File: src/rtl/ysyx_24080006_axi_arbiter_if.sv
// AXI4 bundle shared by the core-side requesters and the arbiter.
// 32-bit address/data, 4-bit IDs.
interface ysyx_24080006_axi;
    logic [31:0] araddr;
    logic [3:0]  arid;
    logic [7:0]  arlen;
    logic [2:0]  arsize;
    logic [1:0]  arburst;
    logic        arvalid;
    logic        arready;
    logic [31:0] rdata;
    logic [1:0]  rresp;
    logic        rlast;
    logic [3:0]  rid;
    logic        rvalid;
    logic        rready;
    logic [31:0] awaddr;
    logic [3:0]  awid;
    logic [7:0]  awlen;
    logic [2:0]  awsize;
    logic [1:0]  awburst;
    logic        awvalid;
    logic        awready;
    logic [31:0] wdata;
    logic [3:0]  wstrb;
    logic        wlast;
    logic        wvalid;
    logic        wready;
    logic [1:0]  bresp;
    logic [3:0]  bid;
    logic        bvalid;
    logic        bready;

    modport master (
        output araddr, arid, arlen, arsize, arburst, arvalid, input arready,
        input rdata, rresp, rlast, rid, rvalid, output rready,
        output awaddr, awid, awlen, awsize, awburst, awvalid, input awready,
        output wdata, wstrb, wlast, wvalid, input wready,
        input bresp, bid, bvalid, output bready
    );

    modport slave (
        input araddr, arid, arlen, arsize, arburst, arvalid, output arready,
        output rdata, rresp, rlast, rid, rvalid, input rready,
        input awaddr, awid, awlen, awsize, awburst, awvalid, output awready,
        input wdata, wstrb, wlast, wvalid, output wready,
        output bresp, bid, bvalid, input bready
    );
endinterface

File: src/rtl/ysyx_24080006_axi_arbiter.sv
// Two-requester AXI4 arbiter: IFU (read bursts) and LSU (single-beat read/write)
// share one downstream master port, one transaction in flight at a time.
module ysyx_24080006_axi_arbiter_chk (
    input logic clock,
    input logic reset,
    input logic i_ifu_awvalid
);
    // The IFU is read-only; a write request from it is a wiring bug upstream
    always @(posedge clock) begin
        if (!reset) begin
            assert (!i_ifu_awvalid);
        end
    end
endmodule

module ysyx_24080006_axi_arbiter #(
    parameter bit LSU_PRIO = 1'b0
) (
    input logic               clock,
    input logic               reset,
    ysyx_24080006_axi.slave   ifu,
    ysyx_24080006_axi.slave   lsu,
    ysyx_24080006_axi.master  axi
);
    typedef enum logic [1:0] {IDLE, RD_IFU, RD_LSU, WR_LSU} state_t;

    state_t r_state;
    logic   r_ar_done;
    logic   r_aw_done;
    logic   r_w_done;
    logic   r_rr_last;

    logic w_lsu_req;
    logic w_pick_lsu;
    logic w_sel_ifu;
    logic w_ar_hs;
    logic w_r_end;
    logic w_aw_hs;
    logic w_w_last_hs;
    logic w_b_hs;
    logic w_unused_ifu;

    assign w_lsu_req   = lsu.arvalid | lsu.awvalid;
    // On a tie the LSU wins when prioritised, or when the IFU had the last grant
    assign w_pick_lsu  = w_lsu_req & (~ifu.arvalid | LSU_PRIO | ~r_rr_last);
    assign w_sel_ifu   = (r_state == RD_IFU);
    assign w_ar_hs     = axi.arvalid & axi.arready;
    assign w_r_end     = axi.rvalid & axi.rready & axi.rlast;
    assign w_aw_hs     = axi.awvalid & axi.awready;
    assign w_w_last_hs = axi.wvalid & axi.wready & axi.wlast;
    assign w_b_hs      = axi.bvalid & axi.bready;

    assign axi.araddr  = w_sel_ifu ? ifu.araddr  : lsu.araddr;
    assign axi.arid    = w_sel_ifu ? ifu.arid    : lsu.arid;
    assign axi.arlen   = w_sel_ifu ? ifu.arlen   : lsu.arlen;
    assign axi.arsize  = w_sel_ifu ? ifu.arsize  : lsu.arsize;
    assign axi.arburst = w_sel_ifu ? ifu.arburst : lsu.arburst;
    assign axi.awaddr  = lsu.awaddr;
    assign axi.awid    = lsu.awid;
    assign axi.awlen   = lsu.awlen;
    assign axi.awsize  = lsu.awsize;
    assign axi.awburst = lsu.awburst;
    assign axi.wdata   = lsu.wdata;
    assign axi.wstrb   = lsu.wstrb;
    assign axi.wlast   = lsu.wlast;

    assign ifu.rdata   = axi.rdata;
    assign ifu.rresp   = axi.rresp;
    assign ifu.rlast   = axi.rlast;
    assign ifu.rid     = axi.rid;
    assign lsu.rdata   = axi.rdata;
    assign lsu.rresp   = axi.rresp;
    assign lsu.rlast   = axi.rlast;
    assign lsu.rid     = axi.rid;
    assign lsu.bresp   = axi.bresp;
    assign lsu.bid     = axi.bid;

    assign ifu.awready = 1'b0;
    assign ifu.wready  = 1'b0;
    assign ifu.bvalid  = 1'b0;
    assign ifu.bresp   = 2'b00;
    assign ifu.bid     = 4'h0;

    assign w_unused_ifu = ^{ifu.awaddr, ifu.awid, ifu.awlen, ifu.awsize, ifu.awburst,
                            ifu.wdata, ifu.wstrb, ifu.wlast, ifu.wvalid, ifu.bready};

    // Handshake steering: only the granted requester sees the downstream port
    always_comb begin
        axi.arvalid = 1'b0;
        axi.rready  = 1'b0;
        axi.awvalid = 1'b0;
        axi.wvalid  = 1'b0;
        axi.bready  = 1'b0;
        ifu.arready = 1'b0;
        ifu.rvalid  = 1'b0;
        lsu.arready = 1'b0;
        lsu.rvalid  = 1'b0;
        lsu.awready = 1'b0;
        lsu.wready  = 1'b0;
        lsu.bvalid  = 1'b0;
        case (r_state)
            RD_IFU: begin
                axi.arvalid = ifu.arvalid & ~r_ar_done;
                ifu.arready = axi.arready & ~r_ar_done;
                ifu.rvalid  = axi.rvalid;
                axi.rready  = ifu.rready;
            end
            RD_LSU: begin
                axi.arvalid = lsu.arvalid & ~r_ar_done;
                lsu.arready = axi.arready & ~r_ar_done;
                lsu.rvalid  = axi.rvalid;
                axi.rready  = lsu.rready;
            end
            WR_LSU: begin
                axi.awvalid = lsu.awvalid & ~r_aw_done;
                lsu.awready = axi.awready & ~r_aw_done;
                axi.wvalid  = lsu.wvalid & ~r_w_done;
                lsu.wready  = axi.wready & ~r_w_done;
                lsu.bvalid  = axi.bvalid;
                axi.bready  = lsu.bready;
            end
            default: ;
        endcase
    end

    // Grant FSM and per-channel completion flags
    always_ff @(posedge clock or posedge reset) begin
        if (reset) begin
            r_state   <= IDLE;
            r_ar_done <= 1'b0;
            r_aw_done <= 1'b0;
            r_w_done  <= 1'b0;
            r_rr_last <= 1'b1;
        end else begin
            case (r_state)
                IDLE: begin
                    if (w_pick_lsu) begin
                        r_state   <= lsu.awvalid ? WR_LSU : RD_LSU;
                        r_rr_last <= 1'b1;
                    end else if (ifu.arvalid) begin
                        r_state   <= RD_IFU;
                        r_rr_last <= 1'b0;
                    end else begin
                        r_state   <= IDLE;
                    end
                end
                RD_IFU, RD_LSU: begin
                    if (w_r_end) begin
                        r_state   <= IDLE;
                        r_ar_done <= 1'b0;
                    end else if (w_ar_hs) begin
                        r_ar_done <= 1'b1;
                    end else begin
                        r_ar_done <= r_ar_done;
                    end
                end
                WR_LSU: begin
                    // B may arrive before AW/W are both marked; it still ends the write
                    if (w_b_hs) begin
                        r_state   <= IDLE;
                        r_aw_done <= 1'b0;
                        r_w_done  <= 1'b0;
                    end else begin
                        if (w_aw_hs) begin
                            r_aw_done <= 1'b1;
                        end else begin
                            r_aw_done <= r_aw_done;
                        end
                        if (w_w_last_hs) begin
                            r_w_done <= 1'b1;
                        end else begin
                            r_w_done <= r_w_done;
                        end
                    end
                end
                default: begin
                    r_state <= IDLE;
                end
            endcase
        end
    end

    ysyx_24080006_axi_arbiter_chk u_chk (
        .clock         (clock),
        .reset         (reset),
        .i_ifu_awvalid (ifu.awvalid)
    );
endmodule

File: src/flat_wrapper.sv
// flat-port wrapper written by rule: the top's interface ports become plain ports
module ysyx_24080006_axi_arbiter_flat 
#(
    parameter bit LSU_PRIO = 1'b0
)
  (clock, reset, ifu_araddr, ifu_arid, ifu_arlen, ifu_arsize, ifu_arburst, ifu_arvalid, ifu_arready, ifu_rdata, ifu_rresp, ifu_rlast, ifu_rid, ifu_rvalid, ifu_rready, ifu_awaddr, ifu_awid, ifu_awlen, ifu_awsize, ifu_awburst, ifu_awvalid, ifu_awready, ifu_wdata, ifu_wstrb, ifu_wlast, ifu_wvalid, ifu_wready, ifu_bresp, ifu_bid, ifu_bvalid, ifu_bready, lsu_araddr, lsu_arid, lsu_arlen, lsu_arsize, lsu_arburst, lsu_arvalid, lsu_arready, lsu_rdata, lsu_rresp, lsu_rlast, lsu_rid, lsu_rvalid, lsu_rready, lsu_awaddr, lsu_awid, lsu_awlen, lsu_awsize, lsu_awburst, lsu_awvalid, lsu_awready, lsu_wdata, lsu_wstrb, lsu_wlast, lsu_wvalid, lsu_wready, lsu_bresp, lsu_bid, lsu_bvalid, lsu_bready, axi_araddr, axi_arid, axi_arlen, axi_arsize, axi_arburst, axi_arvalid, axi_arready, axi_rdata, axi_rresp, axi_rlast, axi_rid, axi_rvalid, axi_rready, axi_awaddr, axi_awid, axi_awlen, axi_awsize, axi_awburst, axi_awvalid, axi_awready, axi_wdata, axi_wstrb, axi_wlast, axi_wvalid, axi_wready, axi_bresp, axi_bid, axi_bvalid, axi_bready);
  ysyx_24080006_axi ifu_i ();
  ysyx_24080006_axi lsu_i ();
  ysyx_24080006_axi axi_i ();
  input logic clock;
  input logic reset;
  input wire logic [$bits(ifu_i.araddr)-1:0] ifu_araddr;
  input wire logic [$bits(ifu_i.arid)-1:0] ifu_arid;
  input wire logic [$bits(ifu_i.arlen)-1:0] ifu_arlen;
  input wire logic [$bits(ifu_i.arsize)-1:0] ifu_arsize;
  input wire logic [$bits(ifu_i.arburst)-1:0] ifu_arburst;
  input wire logic [$bits(ifu_i.arvalid)-1:0] ifu_arvalid;
  output wire logic [$bits(ifu_i.arready)-1:0] ifu_arready;
  output wire logic [$bits(ifu_i.rdata)-1:0] ifu_rdata;
  output wire logic [$bits(ifu_i.rresp)-1:0] ifu_rresp;
  output wire logic [$bits(ifu_i.rlast)-1:0] ifu_rlast;
  output wire logic [$bits(ifu_i.rid)-1:0] ifu_rid;
  output wire logic [$bits(ifu_i.rvalid)-1:0] ifu_rvalid;
  input wire logic [$bits(ifu_i.rready)-1:0] ifu_rready;
  input wire logic [$bits(ifu_i.awaddr)-1:0] ifu_awaddr;
  input wire logic [$bits(ifu_i.awid)-1:0] ifu_awid;
  input wire logic [$bits(ifu_i.awlen)-1:0] ifu_awlen;
  input wire logic [$bits(ifu_i.awsize)-1:0] ifu_awsize;
  input wire logic [$bits(ifu_i.awburst)-1:0] ifu_awburst;
  input wire logic [$bits(ifu_i.awvalid)-1:0] ifu_awvalid;
  output wire logic [$bits(ifu_i.awready)-1:0] ifu_awready;
  input wire logic [$bits(ifu_i.wdata)-1:0] ifu_wdata;
  input wire logic [$bits(ifu_i.wstrb)-1:0] ifu_wstrb;
  input wire logic [$bits(ifu_i.wlast)-1:0] ifu_wlast;
  input wire logic [$bits(ifu_i.wvalid)-1:0] ifu_wvalid;
  output wire logic [$bits(ifu_i.wready)-1:0] ifu_wready;
  output wire logic [$bits(ifu_i.bresp)-1:0] ifu_bresp;
  output wire logic [$bits(ifu_i.bid)-1:0] ifu_bid;
  output wire logic [$bits(ifu_i.bvalid)-1:0] ifu_bvalid;
  input wire logic [$bits(ifu_i.bready)-1:0] ifu_bready;
  input wire logic [$bits(lsu_i.araddr)-1:0] lsu_araddr;
  input wire logic [$bits(lsu_i.arid)-1:0] lsu_arid;
  input wire logic [$bits(lsu_i.arlen)-1:0] lsu_arlen;
  input wire logic [$bits(lsu_i.arsize)-1:0] lsu_arsize;
  input wire logic [$bits(lsu_i.arburst)-1:0] lsu_arburst;
  input wire logic [$bits(lsu_i.arvalid)-1:0] lsu_arvalid;
  output wire logic [$bits(lsu_i.arready)-1:0] lsu_arready;
  output wire logic [$bits(lsu_i.rdata)-1:0] lsu_rdata;
  output wire logic [$bits(lsu_i.rresp)-1:0] lsu_rresp;
  output wire logic [$bits(lsu_i.rlast)-1:0] lsu_rlast;
  output wire logic [$bits(lsu_i.rid)-1:0] lsu_rid;
  output wire logic [$bits(lsu_i.rvalid)-1:0] lsu_rvalid;
  input wire logic [$bits(lsu_i.rready)-1:0] lsu_rready;
  input wire logic [$bits(lsu_i.awaddr)-1:0] lsu_awaddr;
  input wire logic [$bits(lsu_i.awid)-1:0] lsu_awid;
  input wire logic [$bits(lsu_i.awlen)-1:0] lsu_awlen;
  input wire logic [$bits(lsu_i.awsize)-1:0] lsu_awsize;
  input wire logic [$bits(lsu_i.awburst)-1:0] lsu_awburst;
  input wire logic [$bits(lsu_i.awvalid)-1:0] lsu_awvalid;
  output wire logic [$bits(lsu_i.awready)-1:0] lsu_awready;
  input wire logic [$bits(lsu_i.wdata)-1:0] lsu_wdata;
  input wire logic [$bits(lsu_i.wstrb)-1:0] lsu_wstrb;
  input wire logic [$bits(lsu_i.wlast)-1:0] lsu_wlast;
  input wire logic [$bits(lsu_i.wvalid)-1:0] lsu_wvalid;
  output wire logic [$bits(lsu_i.wready)-1:0] lsu_wready;
  output wire logic [$bits(lsu_i.bresp)-1:0] lsu_bresp;
  output wire logic [$bits(lsu_i.bid)-1:0] lsu_bid;
  output wire logic [$bits(lsu_i.bvalid)-1:0] lsu_bvalid;
  input wire logic [$bits(lsu_i.bready)-1:0] lsu_bready;
  output wire logic [$bits(axi_i.araddr)-1:0] axi_araddr;
  output wire logic [$bits(axi_i.arid)-1:0] axi_arid;
  output wire logic [$bits(axi_i.arlen)-1:0] axi_arlen;
  output wire logic [$bits(axi_i.arsize)-1:0] axi_arsize;
  output wire logic [$bits(axi_i.arburst)-1:0] axi_arburst;
  output wire logic [$bits(axi_i.arvalid)-1:0] axi_arvalid;
  input wire logic [$bits(axi_i.arready)-1:0] axi_arready;
  input wire logic [$bits(axi_i.rdata)-1:0] axi_rdata;
  input wire logic [$bits(axi_i.rresp)-1:0] axi_rresp;
  input wire logic [$bits(axi_i.rlast)-1:0] axi_rlast;
  input wire logic [$bits(axi_i.rid)-1:0] axi_rid;
  input wire logic [$bits(axi_i.rvalid)-1:0] axi_rvalid;
  output wire logic [$bits(axi_i.rready)-1:0] axi_rready;
  output wire logic [$bits(axi_i.awaddr)-1:0] axi_awaddr;
  output wire logic [$bits(axi_i.awid)-1:0] axi_awid;
  output wire logic [$bits(axi_i.awlen)-1:0] axi_awlen;
  output wire logic [$bits(axi_i.awsize)-1:0] axi_awsize;
  output wire logic [$bits(axi_i.awburst)-1:0] axi_awburst;
  output wire logic [$bits(axi_i.awvalid)-1:0] axi_awvalid;
  input wire logic [$bits(axi_i.awready)-1:0] axi_awready;
  output wire logic [$bits(axi_i.wdata)-1:0] axi_wdata;
  output wire logic [$bits(axi_i.wstrb)-1:0] axi_wstrb;
  output wire logic [$bits(axi_i.wlast)-1:0] axi_wlast;
  output wire logic [$bits(axi_i.wvalid)-1:0] axi_wvalid;
  input wire logic [$bits(axi_i.wready)-1:0] axi_wready;
  input wire logic [$bits(axi_i.bresp)-1:0] axi_bresp;
  input wire logic [$bits(axi_i.bid)-1:0] axi_bid;
  input wire logic [$bits(axi_i.bvalid)-1:0] axi_bvalid;
  output wire logic [$bits(axi_i.bready)-1:0] axi_bready;
  assign ifu_i.araddr = ifu_araddr;
  assign ifu_i.arid = ifu_arid;
  assign ifu_i.arlen = ifu_arlen;
  assign ifu_i.arsize = ifu_arsize;
  assign ifu_i.arburst = ifu_arburst;
  assign ifu_i.arvalid = ifu_arvalid;
  assign ifu_arready = ifu_i.arready;
  assign ifu_rdata = ifu_i.rdata;
  assign ifu_rresp = ifu_i.rresp;
  assign ifu_rlast = ifu_i.rlast;
  assign ifu_rid = ifu_i.rid;
  assign ifu_rvalid = ifu_i.rvalid;
  assign ifu_i.rready = ifu_rready;
  assign ifu_i.awaddr = ifu_awaddr;
  assign ifu_i.awid = ifu_awid;
  assign ifu_i.awlen = ifu_awlen;
  assign ifu_i.awsize = ifu_awsize;
  assign ifu_i.awburst = ifu_awburst;
  assign ifu_i.awvalid = ifu_awvalid;
  assign ifu_awready = ifu_i.awready;
  assign ifu_i.wdata = ifu_wdata;
  assign ifu_i.wstrb = ifu_wstrb;
  assign ifu_i.wlast = ifu_wlast;
  assign ifu_i.wvalid = ifu_wvalid;
  assign ifu_wready = ifu_i.wready;
  assign ifu_bresp = ifu_i.bresp;
  assign ifu_bid = ifu_i.bid;
  assign ifu_bvalid = ifu_i.bvalid;
  assign ifu_i.bready = ifu_bready;
  assign lsu_i.araddr = lsu_araddr;
  assign lsu_i.arid = lsu_arid;
  assign lsu_i.arlen = lsu_arlen;
  assign lsu_i.arsize = lsu_arsize;
  assign lsu_i.arburst = lsu_arburst;
  assign lsu_i.arvalid = lsu_arvalid;
  assign lsu_arready = lsu_i.arready;
  assign lsu_rdata = lsu_i.rdata;
  assign lsu_rresp = lsu_i.rresp;
  assign lsu_rlast = lsu_i.rlast;
  assign lsu_rid = lsu_i.rid;
  assign lsu_rvalid = lsu_i.rvalid;
  assign lsu_i.rready = lsu_rready;
  assign lsu_i.awaddr = lsu_awaddr;
  assign lsu_i.awid = lsu_awid;
  assign lsu_i.awlen = lsu_awlen;
  assign lsu_i.awsize = lsu_awsize;
  assign lsu_i.awburst = lsu_awburst;
  assign lsu_i.awvalid = lsu_awvalid;
  assign lsu_awready = lsu_i.awready;
  assign lsu_i.wdata = lsu_wdata;
  assign lsu_i.wstrb = lsu_wstrb;
  assign lsu_i.wlast = lsu_wlast;
  assign lsu_i.wvalid = lsu_wvalid;
  assign lsu_wready = lsu_i.wready;
  assign lsu_bresp = lsu_i.bresp;
  assign lsu_bid = lsu_i.bid;
  assign lsu_bvalid = lsu_i.bvalid;
  assign lsu_i.bready = lsu_bready;
  assign axi_araddr = axi_i.araddr;
  assign axi_arid = axi_i.arid;
  assign axi_arlen = axi_i.arlen;
  assign axi_arsize = axi_i.arsize;
  assign axi_arburst = axi_i.arburst;
  assign axi_arvalid = axi_i.arvalid;
  assign axi_i.arready = axi_arready;
  assign axi_i.rdata = axi_rdata;
  assign axi_i.rresp = axi_rresp;
  assign axi_i.rlast = axi_rlast;
  assign axi_i.rid = axi_rid;
  assign axi_i.rvalid = axi_rvalid;
  assign axi_rready = axi_i.rready;
  assign axi_awaddr = axi_i.awaddr;
  assign axi_awid = axi_i.awid;
  assign axi_awlen = axi_i.awlen;
  assign axi_awsize = axi_i.awsize;
  assign axi_awburst = axi_i.awburst;
  assign axi_awvalid = axi_i.awvalid;
  assign axi_i.awready = axi_awready;
  assign axi_wdata = axi_i.wdata;
  assign axi_wstrb = axi_i.wstrb;
  assign axi_wlast = axi_i.wlast;
  assign axi_wvalid = axi_i.wvalid;
  assign axi_i.wready = axi_wready;
  assign axi_i.bresp = axi_bresp;
  assign axi_i.bid = axi_bid;
  assign axi_i.bvalid = axi_bvalid;
  assign axi_bready = axi_i.bready;
  ysyx_24080006_axi_arbiter #(.LSU_PRIO(LSU_PRIO)) u_core (.clock(clock), .reset(reset), .ifu(ifu_i), .lsu(lsu_i), .axi(axi_i));
endmodule
File: config.mk
export PLATFORM = sky130hd
export DESIGN_NAME = ysyx_24080006_axi_arbiter_flat
export DESIGN_NICKNAME = d
export VERILOG_FILES = /design/src/rtl/ysyx_24080006_axi_arbiter_if.sv /design/src/rtl/ysyx_24080006_axi_arbiter.sv /design/src/flat_wrapper.sv
export SDC_FILE = /design/constraint.sdc
export NUM_CORES = 1
export LEC_CHECK = 0
export ABC_AREA = 1
export CORE_AREA = 2 2 221 223
export DETAILED_ROUTE_END_ITERATION = 10
export DIE_AREA = 0 0 223 225
export GPL_ROUTABILITY_DRIVEN = 0
export PLACE_DENSITY = 0.39
export SYNTH_ARGS = -nofsm -noshare
export SYNTH_HDL_FRONTEND = slang
export SYNTH_HIERARCHICAL = 1
export SYNTH_SLANG_ARGS = --single-unit
File: constraint.sdc
create_clock -name clock -period 1.6 [get_ports clock]
set_clock_uncertainty 0.05 [all_clocks]
set_input_delay 0.24 -clock clock [delete_from_list [all_inputs] [get_ports clock]]
set_output_delay 0.24 -clock clock [all_outputs]
set_load 0.03 [all_outputs]
==> results of run 1 <==
repair_timing:
action,CTS,global route
pin swaps,20,27
gates cloned,4,1
endpoints found under the setup margin,61,63
setup buffers,2,7
gates resized for setup,135,114
cell families after synthesis:
kind of cell,share of synthesized area (%)
other,0.152
adder cells (fa/ha/maj),2.54
AND/OR/NAND/NOR,29.8
buffers and inverters,60.1
AO/OA/AOI/OAI,1.27
flip-flops,6.15
worst register-to-register path, stage by stage (launching register included):
cell	delay [ns]
dfrtp_1	0.40
buf_6	0.14
inv_4	0.04
buf_6	0.11
ha_4	0.29
buf_6	0.12
nand3_4	0.08
nand2_4	0.09
nand2_4	0.05
nand2_1	0.06
nand2_1	0.05
power by group:
part	internal [mW]	switching [mW]
clock network	0.331	0.0882
registers	0.232	0.0570
logic	2.80	3.40
total	3.36	3.55
worst max path at each step:
stage	to
floorplan	axi_arid[2]
global placement	axi_araddr[14]
detailed placement	axi_araddr[6]
CTS	axi_araddr[1]
global route	axi_araddr[18]
finish	axi_araddr[18]
through the flow:
step                      total power [mW]  util, %  hold WS, ns  setup slack [ns]  instances
final                                 6.91     10.2        0.196            -0.216       1060
after global routing                  7.37     10.2        0.216            -0.283       1060
after CTS                             6.30     9.19        0.216            -0.242       1054
after detailed placement              4.46     7.80        0.430            -0.229       1044
after global placement                4.46     7.80        0.430            -0.203       1044
after floorplan                       3.29        -      -0.0198            0.0304        425
flip-flops by register name, indices dropped and copies added, names as in the netlist:
register,count
u_core/r_aw_done,1
u_core/r_rr_last,1
u_core/r_w_done,1
u_core/r_state,2
u_core/r_ar_done,1
synthesized netlist by cell type, drive strengths merged:
master,number,area share (%)
a31oi,1,0.25
dfrtp,5,5.1
clkbuf,1,0.20
o21ai,3,0.61
nand2,174,27
buf,189,57
dfstp,1,1.1
conb,1,0.15
inv,19,2.9
nor3,1,0.41
nor2,9,1.4
ha,5,2.5
nand4,1,0.25
and3,1,0.25
a21oi,2,0.41
nand3,4,0.81
final cells by class:
| class | instances | area share [%] |
|---|---|---|
| Timing Repair Buffer | 206 | 47.6 |
| Multi-Input combinational cell | 210 | 29.5 |
| Tap cell | 615 | 15.9 |
| Sequential cell | 6 | 3.14 |
| Inverter | 19 | 2.13 |
| Clock buffer | 4 | 1.63 |
per-layer routing:
layer | vias to the layer above | global-route usage [%] | wire, µm
li1 | 1110 | - | -
met1 | 1041 | 3.71 | 3840
met2 | 256 | 7.46 | 5780
met3 | 74 | 2.26 | 1750
met4 | 0 | 3.14 | 829
met5 | - | 0 | 0
==> metrics, run 1 <==
outcome finished, violations left; failing checks negative setup slack; Ys Warns 6; R2R depth 10; Cell variety after synth 20; Fillers 5536; Hold Fails Final Rpt 0; largest net degree at the start of global routing 22; flop-to-flop setup slack 0.01 ns; Crit path max-delay family buffers and inverters; WP data required 1.31 ns; I/O Buffers 177; MaxCap Viol Count 0; Area Overhead vs Synth 96.2%; initial antenna violation count 0; root buffer cell clkbuf_16; cell area power density 1430 nW/µm²; synthesized cell area 2460 µm²; Seq/Total Area, Yosys 6.15%; DR vias 2481; layout cell share with drive strength beyond 1 50.1%; post-synthesis cell count 417; dpl cell area 3710 µm²; Die H 225 µm; critical path type reg -> out; vias in the first global route 2492; final setup margin -0.216 ns; Antenna diodes 0; post-route clock period utilization 113%; Multi-input gate area 1430 µm²; DR iter-0 viols 36; post-detail-place hpwl 8.60 mm; most frequent cells in the layout 113 x clkdlybuf4s50_1, 71 x nand2_1, 64 x nand2_2; CP Data Arrival Time 1.53 ns; Fin Setup TNS -10.01 ns; Num CTS Buffers 3; Critical Path Sink Type output pin; launching point of the worst reg2reg path u_core/r_state[0]; Pins Over Slew Limit 0; Sink Count 6; Detailed Routing Iterations Pass 1 4; die area 50200 µm²; first-pass GRT wire length 15.6 mm; beginning of the critical path u_core/r_state[1]; Static Leak 1.99 nW; GRT Total Usage 4.26%; Yosys reg bits 6; unrepaired setup endpoints after global routing true; total routed wirelength 12.2 mm; Critical Path Max Stage Delay 0.37 ns; clock tree from TritonCTS built; post-layout minimum cycle time 1.82 ns; CP max FO 8; H-tree levels 1; Layout Nets 783; worst path bufs/invs 5; commonest non-fill, non-tap cell in the layout clkdlybuf4s50_1; HP Class in -> async; Finished Cell Area 4830 µm²; Critical R2R Capture u_core/r_state[0]; hold buffers post-CTS 0; DRC 0; slowest CP cell dfrtp_1; Initial Util 5.17%; total gr overflow 0; Syn Area/Cell 5.90 µm²; fmax 551 MHz; Skew-Pair Late Insertion Delay 0.23 ns; WL/cell 11.5 µm; CP most frequent cell nand2_4; Routed Antenna Nets 0; sequential cell area 151 µm²; I/O pins 572; Die X 223 µm; Worst path depth 8; final setup fails 61; Rows 80; crit path cell chain inv_2, ha_4, buf_12, clkinv_16, buf_16, nand2_4, nand2_4, buf_6; Vias/cell 2.34; crit path launch type flip-flop; maximum buffer depth of the clock tree 2; core region area 47500 µm²; Peak VDD IR 0.443 mV; Clock transition at path regs 0.04 ns
Power figures use the tool's default switching activity.
==> inputs of run 2 (changes only) <==
--- a/config.mk
+++ b/config.mk
@@ -11,6 +11,7 @@
 export DIE_AREA = 0 0 223 225
 export GPL_ROUTABILITY_DRIVEN = 0
 export PLACE_DENSITY = 0.39
+export SETUP_SLACK_MARGIN = 0.4
 export SYNTH_ARGS = -nofsm -noshare
 export SYNTH_HDL_FRONTEND = slang
 export SYNTH_HIERARCHICAL = 1
==> run 2 against run 1 <==
Against the previous run:
- the run still ends with negative setup slack left
- critical path type unchanged
- setup slack worse by 0.046 ns
- via count is 2.8% higher
- global-route usage is 1.4 points higher
==> metrics, run 2 (same netlist as run 1, synthesis figures left out) <==
# placed instances 1050; crit path launch type flip-flop; maximum buffer depth of the clock tree 2; Internal 3.35 mW; commonest non-fill, non-tap cell in the layout clkdlybuf4s50_1; Rows 80; Area Overhead vs Synth 101%; Antenna diodes 0; DR iter-0 viols 70; Die H 225 µm; outcome finished, violations left; Detailed Routing Iterations Pass 1 4; Worst Setup EP axi_arid[2]; Pins Over Slew Limit 0; total gr overflow 0; R2R depth 9; post-detail-place hpwl 12.8 mm; MaxCap Viol Count 0; DRC 0; vias in the first global route 2621; WL/cell 14.3 µm; clock share of power 6.4%; Clock transition at path regs 0.04 ns; final setup fails 60; failing checks negative setup slack; first-pass GRT wire length 20.0 mm; HP Class in -> async; CP Data Arrival Time 1.57 ns; clock tree from TritonCTS built; Critical Path Sink Type output pin; Hold Fails Final Rpt 0; Logic pwr share 89.4%; Static Leak 2.12 nW; Vias/cell 2.38; die area 50200 µm²; total routed wirelength 15.3 mm; CP max FO 5; Routed Antenna Nets 0; I/O pins 572; fin cells 1071; Skew-Pair Late Insertion Delay 0.23 ns; critical path type reg -> out; core region area 47500 µm²; Num CTS Buffers 3; Initial Util 5.17%; unrepaired setup endpoints after global routing true; hold buffers post-CTS 0; cell area power density 1380 nW/µm²; worst hold margin 0.204 ns; Biggest register u_core/r_state; fmax 537 MHz; Layout Nets 794; Critical R2R Capture u_core/r_state[1]; H-tree levels 1; flop-to-flop setup slack 0.11 ns; Peak VDD IR 0.309 mV; final setup margin -0.262 ns; beginning of the critical path u_core/r_state[0]; I/O Buffers 177; initial antenna violation count 0; DR vias 2550; Net Switching 3.47 mW; WP data required 1.31 ns; GRT Total Usage 5.61%; layout cell share with drive strength beyond 1 47.1%; largest net degree at the start of global routing 19; total power 6.82 mW; post-layout minimum cycle time 1.86 ns; Sw Ratio 50.9%; post-route clock period utilization 116%; Die X 223 µm; Sequential Power Share 4.2%; root buffer cell clkbuf_16; Largest register FFs 2; launching point of the worst reg2reg path u_core/r_state[0]; most frequent cells in the layout 112 x clkdlybuf4s50_1, 92 x nand2_1, 66 x nand2_4; Sink Count 6
## run 2: cell count changes in the layout (fill, tap and decap cells not counted), sizes merged
cell,delta
buf,+9
clkbuf,+2
clkdlybuf4s50,-1
clkinv,-1
dlygate4sd2,+1
inv,+1
## run 2: layout make-up
cell class	count	area, µm²
tap	615	769
timing repair buffer	217	2330
multi-input combinational	210	1530
inverter	19	83.8
sequential	6	151
fill	5485	42600
clock buffer	4	78.8
## run 2: critical path, stage by stage, from the launching register on
cell,delay [ns]
dfrtp_1,0.38
buf_6,0.13
ha_4,0.19
buf_6,0.15
buf_12,0.13
buf_8,0.13
nand2_4,0.07
nand2_4,0.04
buf_6,0.13
## run 2: power by group through the flow
stage / combinational, mW / sequential, mW / clock, mW
global placement: 5.11 / 0.291 / 0
detailed placement: 5.09 / 0.293 / 0
CTS: 5.87 / 0.285 / 0.447
floorplan: 3.86 / 0.295 / 0
global route: 6.52 / 0.295 / 0.461
finish: 6.10 / 0.286 / 0.435
## run 2: repair_timing
action | CTS | global route
gates cloned | 2 | 3
setup buffers | 10 | 2
pin swaps | 1 | 6
gates resized for setup | 69 | 21
setup endpoints to repair | 69 | 68
## run 2: how the worst min path moves through the flow
stage	from	endpoint	slack, ns	cells past startpoint
floorplan	reset	u_core/r_ar_done	-0.02	1
global placement	lsu_awaddr[13]	axi_awaddr[13]	0.43	0
detailed placement	lsu_awaddr[13]	axi_awaddr[13]	0.43	0
CTS	reset	u_core/r_w_done	0.21	2
global route	reset	u_core/r_w_done	0.22	2
finish	reset	u_core/r_w_done	0.20	2
## run 2: per-layer routing
layer	part of all wire (%)	up-vias	GRT usage [%]
met5	1.1	-	2.74
met1	32	1041	5.48
met3	25	31	6.43
met4	0.94	4	0.714
met2	41	337	7.73
li1	-	1137	-
## run 2: stage by stage
step	cell area, µm²	utilization, %	worst slack (ns)	setup TNS (ns)
global route	4940	10.4	-0.327	-17.12
floorplan	3040	-	0.152	0
detailed placement	4330	9.11	-0.135	-5.63
global placement	4330	9.11	-0.125	-5.03
finish	4940	10.4	-0.262	-12.42
CTS	4780	10.0	-0.296	-14.72
